File: src/rtl/mp_add_pkg.sv
// Shared types, defaults and sizing helper for the multi-precision adder sequencer.
package mp_add_pkg;

  typedef enum logic [1:0] {
    IDLE = 2'd0,
    RUN  = 2'd1,
    DONE = 2'd2
  } state_t;

  localparam int unsigned MP_W     = 64;
  localparam int unsigned MP_WORDS = 4;

  // A single-word operand still needs a 1-bit index register.
  function automatic int unsigned idx_width(input int unsigned words);
    return (words > 1) ? $clog2(words) : 1;
  endfunction

endpackage

File: src/rtl/mp_add_word.sv
// W-bit combinational ripple-carry adder built from a chain of full-adder cells.
module mp_add_word
  import mp_add_pkg::*;
#(
  parameter int unsigned W = MP_W
) (
  input  logic [W-1:0] x,
  input  logic [W-1:0] y,
  input  logic         c_in,
  output logic [W-1:0] z,
  output logic         c_out
);

  logic [W:0] w_c;

  assign w_c[0] = c_in;

  for (genvar i = 0; i < W; i++) begin : g_fa
    assign z[i]       = x[i] ^ y[i] ^ w_c[i];
    assign w_c[i + 1] = (x[i] & y[i]) | (w_c[i] & (x[i] ^ y[i]));
  end

  assign c_out = w_c[W];

endmodule

File: src/rtl/mp_add_seq.sv
// Multi-precision adder sequencer: one shared word adder, one word per cycle, LSW first.
// Optional subtract mode (A - B - borrow-in) is enabled by defining MP_ADD_SEQ_SUB_EN.
module mp_add_seq
  import mp_add_pkg::*;
#(
  parameter int unsigned WORDS = MP_WORDS,
  parameter int unsigned W     = MP_W
) (
  input  logic               clk,
  input  logic               rst_n,
  input  logic               start_valid,
  output logic               start_ready,
  input  logic [WORDS*W-1:0] op_a,
  input  logic [WORDS*W-1:0] op_b,
  input  logic               cin,
`ifdef MP_ADD_SEQ_SUB_EN
  input  logic               sub,
`endif
  output logic               res_valid,
  input  logic               res_ready,
  output logic [WORDS*W-1:0] result,
  output logic               cout,
  output logic               busy
);

  localparam int unsigned    IW       = idx_width(WORDS);
  localparam logic [IW-1:0]  LAST_IDX = IW'(WORDS - 1);

  state_t             r_state;
  logic [WORDS*W-1:0] r_a;
  logic [WORDS*W-1:0] r_b;
  logic [WORDS*W-1:0] r_result;
  logic               r_carry;
  logic               r_cout;
  logic [IW-1:0]      r_idx;

  logic [W-1:0]       w_a_word;
  logic [W-1:0]       w_b_word;
  logic [W-1:0]       w_sum;
  logic               w_carry_out;
  logic               w_last;
  logic               w_carry_init;

  assign w_a_word = r_a[r_idx*W +: W];
  assign w_last   = (r_idx == LAST_IDX);

`ifdef MP_ADD_SEQ_SUB_EN
  logic r_sub;

  // Subtraction as A + ~B + ~borrow; cout=1 then means no borrow.
  assign w_b_word     = r_b[r_idx*W +: W] ^ {W{r_sub}};
  assign w_carry_init = cin ^ sub;
`else
  assign w_b_word     = r_b[r_idx*W +: W];
  assign w_carry_init = cin;
`endif

  mp_add_word #(
    .W(W)
  ) u_word (
    .x    (w_a_word),
    .y    (w_b_word),
    .c_in (r_carry),
    .z    (w_sum),
    .c_out(w_carry_out)
  );

  always_ff @(posedge clk or negedge rst_n) begin
    if (!rst_n) begin
      r_state  <= IDLE;
      r_a      <= '0;
      r_b      <= '0;
      r_result <= '0;
      r_carry  <= 1'b0;
      r_cout   <= 1'b0;
      r_idx    <= '0;
    end else begin
      case (r_state)
        IDLE: begin
          if (start_valid) begin
            r_a     <= op_a;
            r_b     <= op_b;
            r_carry <= w_carry_init;
            r_idx   <= '0;
            r_state <= RUN;
          end
        end
        RUN: begin
          r_result[r_idx*W +: W] <= w_sum;
          r_carry                <= w_carry_out;
          // Index saturates at the top word so it never wraps.
          if (w_last) begin
            r_cout  <= w_carry_out;
            r_state <= DONE;
          end else begin
            r_idx <= r_idx + 1'b1;
          end
        end
        DONE: begin
          if (res_ready) begin
            r_state <= IDLE;
          end
        end
        default: r_state <= IDLE;
      endcase
    end
  end

`ifdef MP_ADD_SEQ_SUB_EN
  always_ff @(posedge clk or negedge rst_n) begin
    if (!rst_n) begin
      r_sub <= 1'b0;
    end else if (r_state == IDLE && start_valid) begin
      r_sub <= sub;
    end
  end
`endif

  assign start_ready = (r_state == IDLE);
  assign res_valid   = (r_state == DONE);
  assign busy        = (r_state != IDLE);
  assign result      = r_result;
  assign cout        = r_cout;

endmodule

File: config.mk
export PLATFORM = sky130hd
export DESIGN_NAME = mp_add_seq
export DESIGN_NICKNAME = d
export VERILOG_FILES = /design/src/rtl/mp_add_pkg.sv /design/src/rtl/mp_add_word.sv /design/src/rtl/mp_add_seq.sv
export SDC_FILE = /design/constraint.sdc
export NUM_CORES = 2
export LEC_CHECK = 0
export ABC_AREA = 1
export CAP_MARGIN = 20
export CORE_ASPECT_RATIO = 0.75
export CORE_UTILIZATION = 40
export DETAILED_ROUTE_END_ITERATION = 6
export GPL_ROUTABILITY_DRIVEN = 0
export PLACE_DENSITY = 0.65
export SYNTH_ARGS = -nofsm -noshare
export SYNTH_HDL_FRONTEND = slang
export SYNTH_SLANG_ARGS = --single-unit
File: constraint.sdc
create_clock -name clk -period 32.4 [get_ports clk]
set_input_delay 3.24 -clock clk [delete_from_list [all_inputs] [get_ports clk]]
set_output_delay 3.24 -clock clk [all_outputs]
set_load 0.01 [all_outputs]
[After elaboration in Yosys (flattened, before gate mapping)]
Index checks and enable logic that the tools add are counted.
Storage, ports and cells
  logic and storage cells: 358
  flip-flop bits (word level): 774
Cells by class
  $add $sub $neg: 2
  multiplexer cells: 10
  reductions and logical operators: 8
  eq/ne operators: 7
  bitwise operators: 320
  shift operators: 4
Operator list (count)
  256-bit by 9-bit variable part select with 64-bit output: 2
  256-bit bitwise mux: 1
  64-bit by 34-bit variable shift with 256-bit output (first input constant): 1
  64-bit by 34-bit variable part select with 256-bit output: 1
  1-bit AND: 128
  1-bit bitwise XOR: 128
  1-bit bitwise OR: 64
  8-bit negator with 34-bit output: 1
  2-bit 2-to-1 mux: 5
  2-bit != test (second input constant): 3
  2-bit one-hot mux with 3 select lines: 1
  2-bit AND reduction: 3
  3-bit AND reduction: 2
  2-bit equality test (second input constant): 2
  2-bit one-hot mux with 2 select lines: 1
  2-bit nonzero test: 2
  2-bit by 1-bit adder with 2-bit output (second input constant): 1
  2-bit by 1-bit equality test with 1-bit output (second input constant): 1
  2-bit zero test: 1
  2-bit by 1-bit != test with 1-bit output (second input constant): 1
  1-bit one-hot mux with 2 select lines: 1
  1-bit 2-to-1 mux: 1

[Longest topological paths before layout]
  word-level depth: 131
  mapped depth: 82

[Modules after synthesis]
A second synthesis with hierarchy kept.
Second synthesis, totals
  cells, all modules: 4791
  area total of the unflattened synthesis: 37582.3 um2
Modules (own cells, without submodules)
  mp_add_seq: times used 1, area an instance 36263.5 um2, cells an instance 4717
  mp_add_word: times used 1, area an instance 1318.8 um2, cells an instance 74

[Worst setup path after synthesis]
OpenSTA, ideal clock, no wires.
  path type: register -> register
  start: reg r_idx[0]
  end: reg r_result[255] (netlist: result[255])
  data arrival time: 27.830 ns
  buffers on the path: 3
  setup slack: 4.453 ns
  cell stages (with the launch flop): 83
  setup time: 0.116 ns
  required time: 32.284 ns
  cell sequence: dfrtp_1 > buf_2 > clkinv_1 > buf_2 > clkbuf_1 > nand2_1 > nand3_1 > nand2_1 > fa_1 > fa_1 > fa_1 > fa_1 > fa_1 > fa_1 > fa_1 > fa_1 > fa_1 > fa_1 > [... 47 more ...] > fa_1 > fa_1 > fa_1 > inv_1 > fa_1 > fa_1 > fa_1 > fa_1 > inv_1 > fa_1 > inv_1 > fa_1 > inv_1 > fa_1 > nand3_1 > inv_1 > nand2_1 > nand2_1
Between the ends
  word-level cells in the longest chain between the ends: 131
  elaborated cells on any way between the ends: 323
  classes of those cells: add/sub (1); shift (4); mux (1); bitwise (317)
RTL lines
  start, declared: line mp_add_seq.sv:35  | logic [IW-1:0] r_idx;
  start signal, assigned: line mp_add_seq.sv:96  | r_idx <= r_idx + 1'b1;
  256-bit by 9-bit variable part select with 64-bit output (on tied branches): line mp_add_seq.sv:44, mp_add_seq.sv:54
  1-bit bitwise XOR: line mp_add_word.sv:19, mp_add_word.sv:20
  1-bit AND: line mp_add_word.sv:20  | assign w_c[i + 1] = (x[i] & y[i]) | (w_c[i] & (x[i] ^ y[i]));
  1-bit bitwise OR: line mp_add_word.sv:20
  1-bit AND: line mp_add_word.sv:20
  1-bit bitwise OR: line mp_add_word.sv:20
  1-bit AND: line mp_add_word.sv:20
  1-bit bitwise OR: line mp_add_word.sv:20
  [... 115 more ...]
  1-bit bitwise OR: line mp_add_word.sv:20
  1-bit AND: line mp_add_word.sv:20
  1-bit bitwise OR: line mp_add_word.sv:20
  1-bit AND: line mp_add_word.sv:20
  1-bit bitwise OR: line mp_add_word.sv:20
  1-bit bitwise XOR: line mp_add_word.sv:19  | assign z[i] = x[i] ^ y[i] ^ w_c[i];
  64-bit by 34-bit variable part select with 256-bit output: line mp_add_seq.sv:89  | r_result[r_idx*W +: W] <= w_sum;
  256-bit bitwise mux *: line mp_add_seq.sv:89
  end signal, assigned by index: line mp_add_seq.sv:89
  end, declared: line mp_add_seq.sv:32  | logic [WORDS*W-1:0] r_result;
Mark *: on every way between the ends. The rest lies on a longest branch, timed or not.
A chain may end at the register's enable or synchronous reset.

[Final worst setup path]
Ends and elaborated chain as after synthesis.

==> flow_summary.ini <==
[status]
status = complete, no violations

[die]
die_height_um = 265
io_pins = 777
die_area_um2 = 93200
die_x_um = 352
num_rows = 95
core_um2 = 90300
initial_core_util = 0.407

[yosys]
synth.distinct_cells = 21
ys_seq_elements = 774
mappedNetlistNets = 5248
synth_warnings = 0
postSynthCellCount = 4661
seq_area_frac_synth = 0.527
netlist_area_um2 = 36800
syn-mean-instance-area_um2 = 7.89

[global_routing]
grt_pass1_wl_um = 214000
grt_pass1_vias = 32400
grt_util_met3 = 0.0901
grt_use_met1 = 0.469
antenna_found_initial = 32
grt_usage = 0.307
grt.overflow.total = 0
grt_max_degree = 237
grt_use_met2 = 0.416
top_usage_layer = met1

[timing]
worstMarginPinSlew_ps = 1180
rsz0062_at_grt = no
final-setup-viol-count = 0
min_period_ps = 29530
maxSlewHeadroom = 0.210
fin_tns_setup_ps = 0
setup_slack_ps = 2870
finClkSkew_ps = 21.3
timing.hold.ws_ps = 470
finalCritPeriodShare = 0.912
clock.fmax_mhz = 33.9
slew_violations = 0
hold_viol = 0

[final_layout]
fill_cells = 8639
drive_gt1_frac = 0.0363
final_cell_mix = nand2_1 (2253), nand3_1 (870), clkdlybuf4s50_1 (774), dfrtp_1 (772), nor2_1 (121)
final_common_cell = nand2_1
final_nets = 5811
fin_area_um2 = 47500
area_growth_pct = 29.2

[routing]
wl_per_cell_um = 22.3
firstDrtPassIters = 6
drt_iter0_drc = 3778
wl_um = 145000
viasPerCell = 5.27
ant_nets = 0
drc_errors = 0
vias = 34300

[power_and_ir_drop]
p_sw_frac = 0.495
peakVddDrop_mv = 0.0766
powerDensity_nw_per_um2 = 120
sequentialPowerShare = 0.281
p_clk_frac = 0.164
switching_power_mw = 2.83
internal_power_mw = 2.89
p_comb_frac = 0.555
p_leak_nw = 24.1

[setup_path]
critPathSlowestCell = dfrtp_4
cp-end-kind = register
crit_top_cell = fa_1
worst_setup_path_start_kind = register
cp_max_fo = 123
arrival_ps = 30060
required_ps = 32920
cpPeakStageDelay_ps = 660
criticalPathCategory = reg2reg

[hold_path]
hold_class = reg2reg

[cts]
h-tree-depth = 3
cts_num_sinks = 774
root_buffer = clkbuf_16
cts_made_buffers = 79
clk_latency_ps = 640
ctsHoldBuffers = 0
cts_resized = 0
postCtsSetupRepairBufs = 0
clock_path_buffers = 3
cts_tree = done
path_clk_slew_ps = 60

[placed_design]
dp_hpwl_um = 103000
dpl_worst_slack_ps = 2790
place_area_um2 = 44800
port_buffers = 776

[job]
maxCapViolCount = 0
[kinds of logic (layout without fill, tap and decap cells)]
family,count (synthesis),in the layout,synth area share
buffers and inverters,462,1085,0.0592
DFF,774,774,0.527
AOI/OAI and AO/OA,97,97,0.0144
adders and majority gates,70,70,0.0369
and+or+nand+nor,3258,3258,0.363
other,0,18,0
[flip-flops by register name (all words and copies together) (netlist names)]
name / flops
result: 256
r_idx: 2
cout: 1
r_a: 256
r_state: 2
r_b: 256
r_carry: 1
[power groups by stage]
stage               logic, mW  registers [mW]  clock network [mW]
floorplan                1.73            1.58                   0
global placement         3.08            1.60                   0
detailed placement       3.11            1.61                   0
CTS                      3.12            1.60               0.951
global route             3.45            1.65               0.989
finish                   3.18            1.61               0.939
[synthesized netlist by cell type]
cell      number  share of area
inv_1        120          0.012
buf_4          9         0.0018
nand2_1     2254           0.23
o31ai_1        1        0.00020
o211ai_1      16         0.0033
nor2_1       123          0.013
fa_1          64          0.035
buf_2        122          0.017
dfrtp_1      774           0.53
clkinv_1       1        0.00010
nor2_4         2        0.00061
inv_2          2        0.00020
nand3_1      871           0.12
nand4_1        2        0.00034
nor2_2         3        0.00051
nand2_2        3        0.00051
o21ai_0       80          0.011
ha_1           6         0.0020
buf_1         24         0.0024
buf_6         34          0.010
clkbuf_1     150          0.015
[critical path, delay by kind of cell, from the launching register on]
family / cells / cell delay, ps
adders and majority gates: 64 / 27000
and+or+nand+nor: 6 / 540
buffers and inverters: 9 / 1120
DFF: 1 / 660
[worst paths after layout]
| kind | from | to | slack, ps | cells after the start |
|---|---|---|---|---|
| worst max-delay path | r_idx[0]$_DFFE_PN0P_ | result[255]$_DFFE_PN0P_ | 2870 | 79 |
| worst min-delay path | r_b[212]$_DFFE_PN0P_ | r_b[212]$_DFFE_PN0P_ | 470 | 2 |
| worst max register to register | r_idx[0]$_DFFE_PN0P_ | result[255]$_DFFE_PN0P_ | 2870 | 79 |
| worst min register to register | r_b[212]$_DFFE_PN0P_ | r_b[212]$_DFFE_PN0P_ | 470 | 2 |
| max in group asynchronous | rst_n | r_b[131]$_DFFE_PN0P_ | 27440 | 3 |
| min in group asynchronous | rst_n | result[119]$_DFFE_PN0P_ | 2590 | 1 |
[layer usage]
| metal | part of all wire | vias to the layer above |
|---|---|---|
| met5 | 0.00098 | - |
| met4 | 0.026 | 22 |
| met3 | 0.11 | 211 |
| met2 | 0.41 | 1644 |
| met1 | 0.45 | 16600 |
| li1 | - | 15800 |
[metrics by stage]
step | power, mW | utilization | std cells
global placement | 4.68 | 0.496 | 6353
detailed placement | 4.72 | 0.496 | 6353
global route | 6.09 | 0.526 | 6510
floorplan | 3.31 | - | 4661
finish | 5.72 | 0.526 | 6514
CTS | 5.67 | 0.525 | 6494
[cell type report]
type	count	area, um2	share of cell area
sequential	774	19400	0.408
multi-input combinational	3425	15300	0.321
timing repair buffer	821	8230	0.173
tap	1212	1520	0.0319
clock buffer	113	2310	0.0485
antenna	18	45.0	0.000948
inverter	123	474	0.00998
clock inverter	28	302	0.00634
No activity file was read; power rests on OpenSTA's default activity.
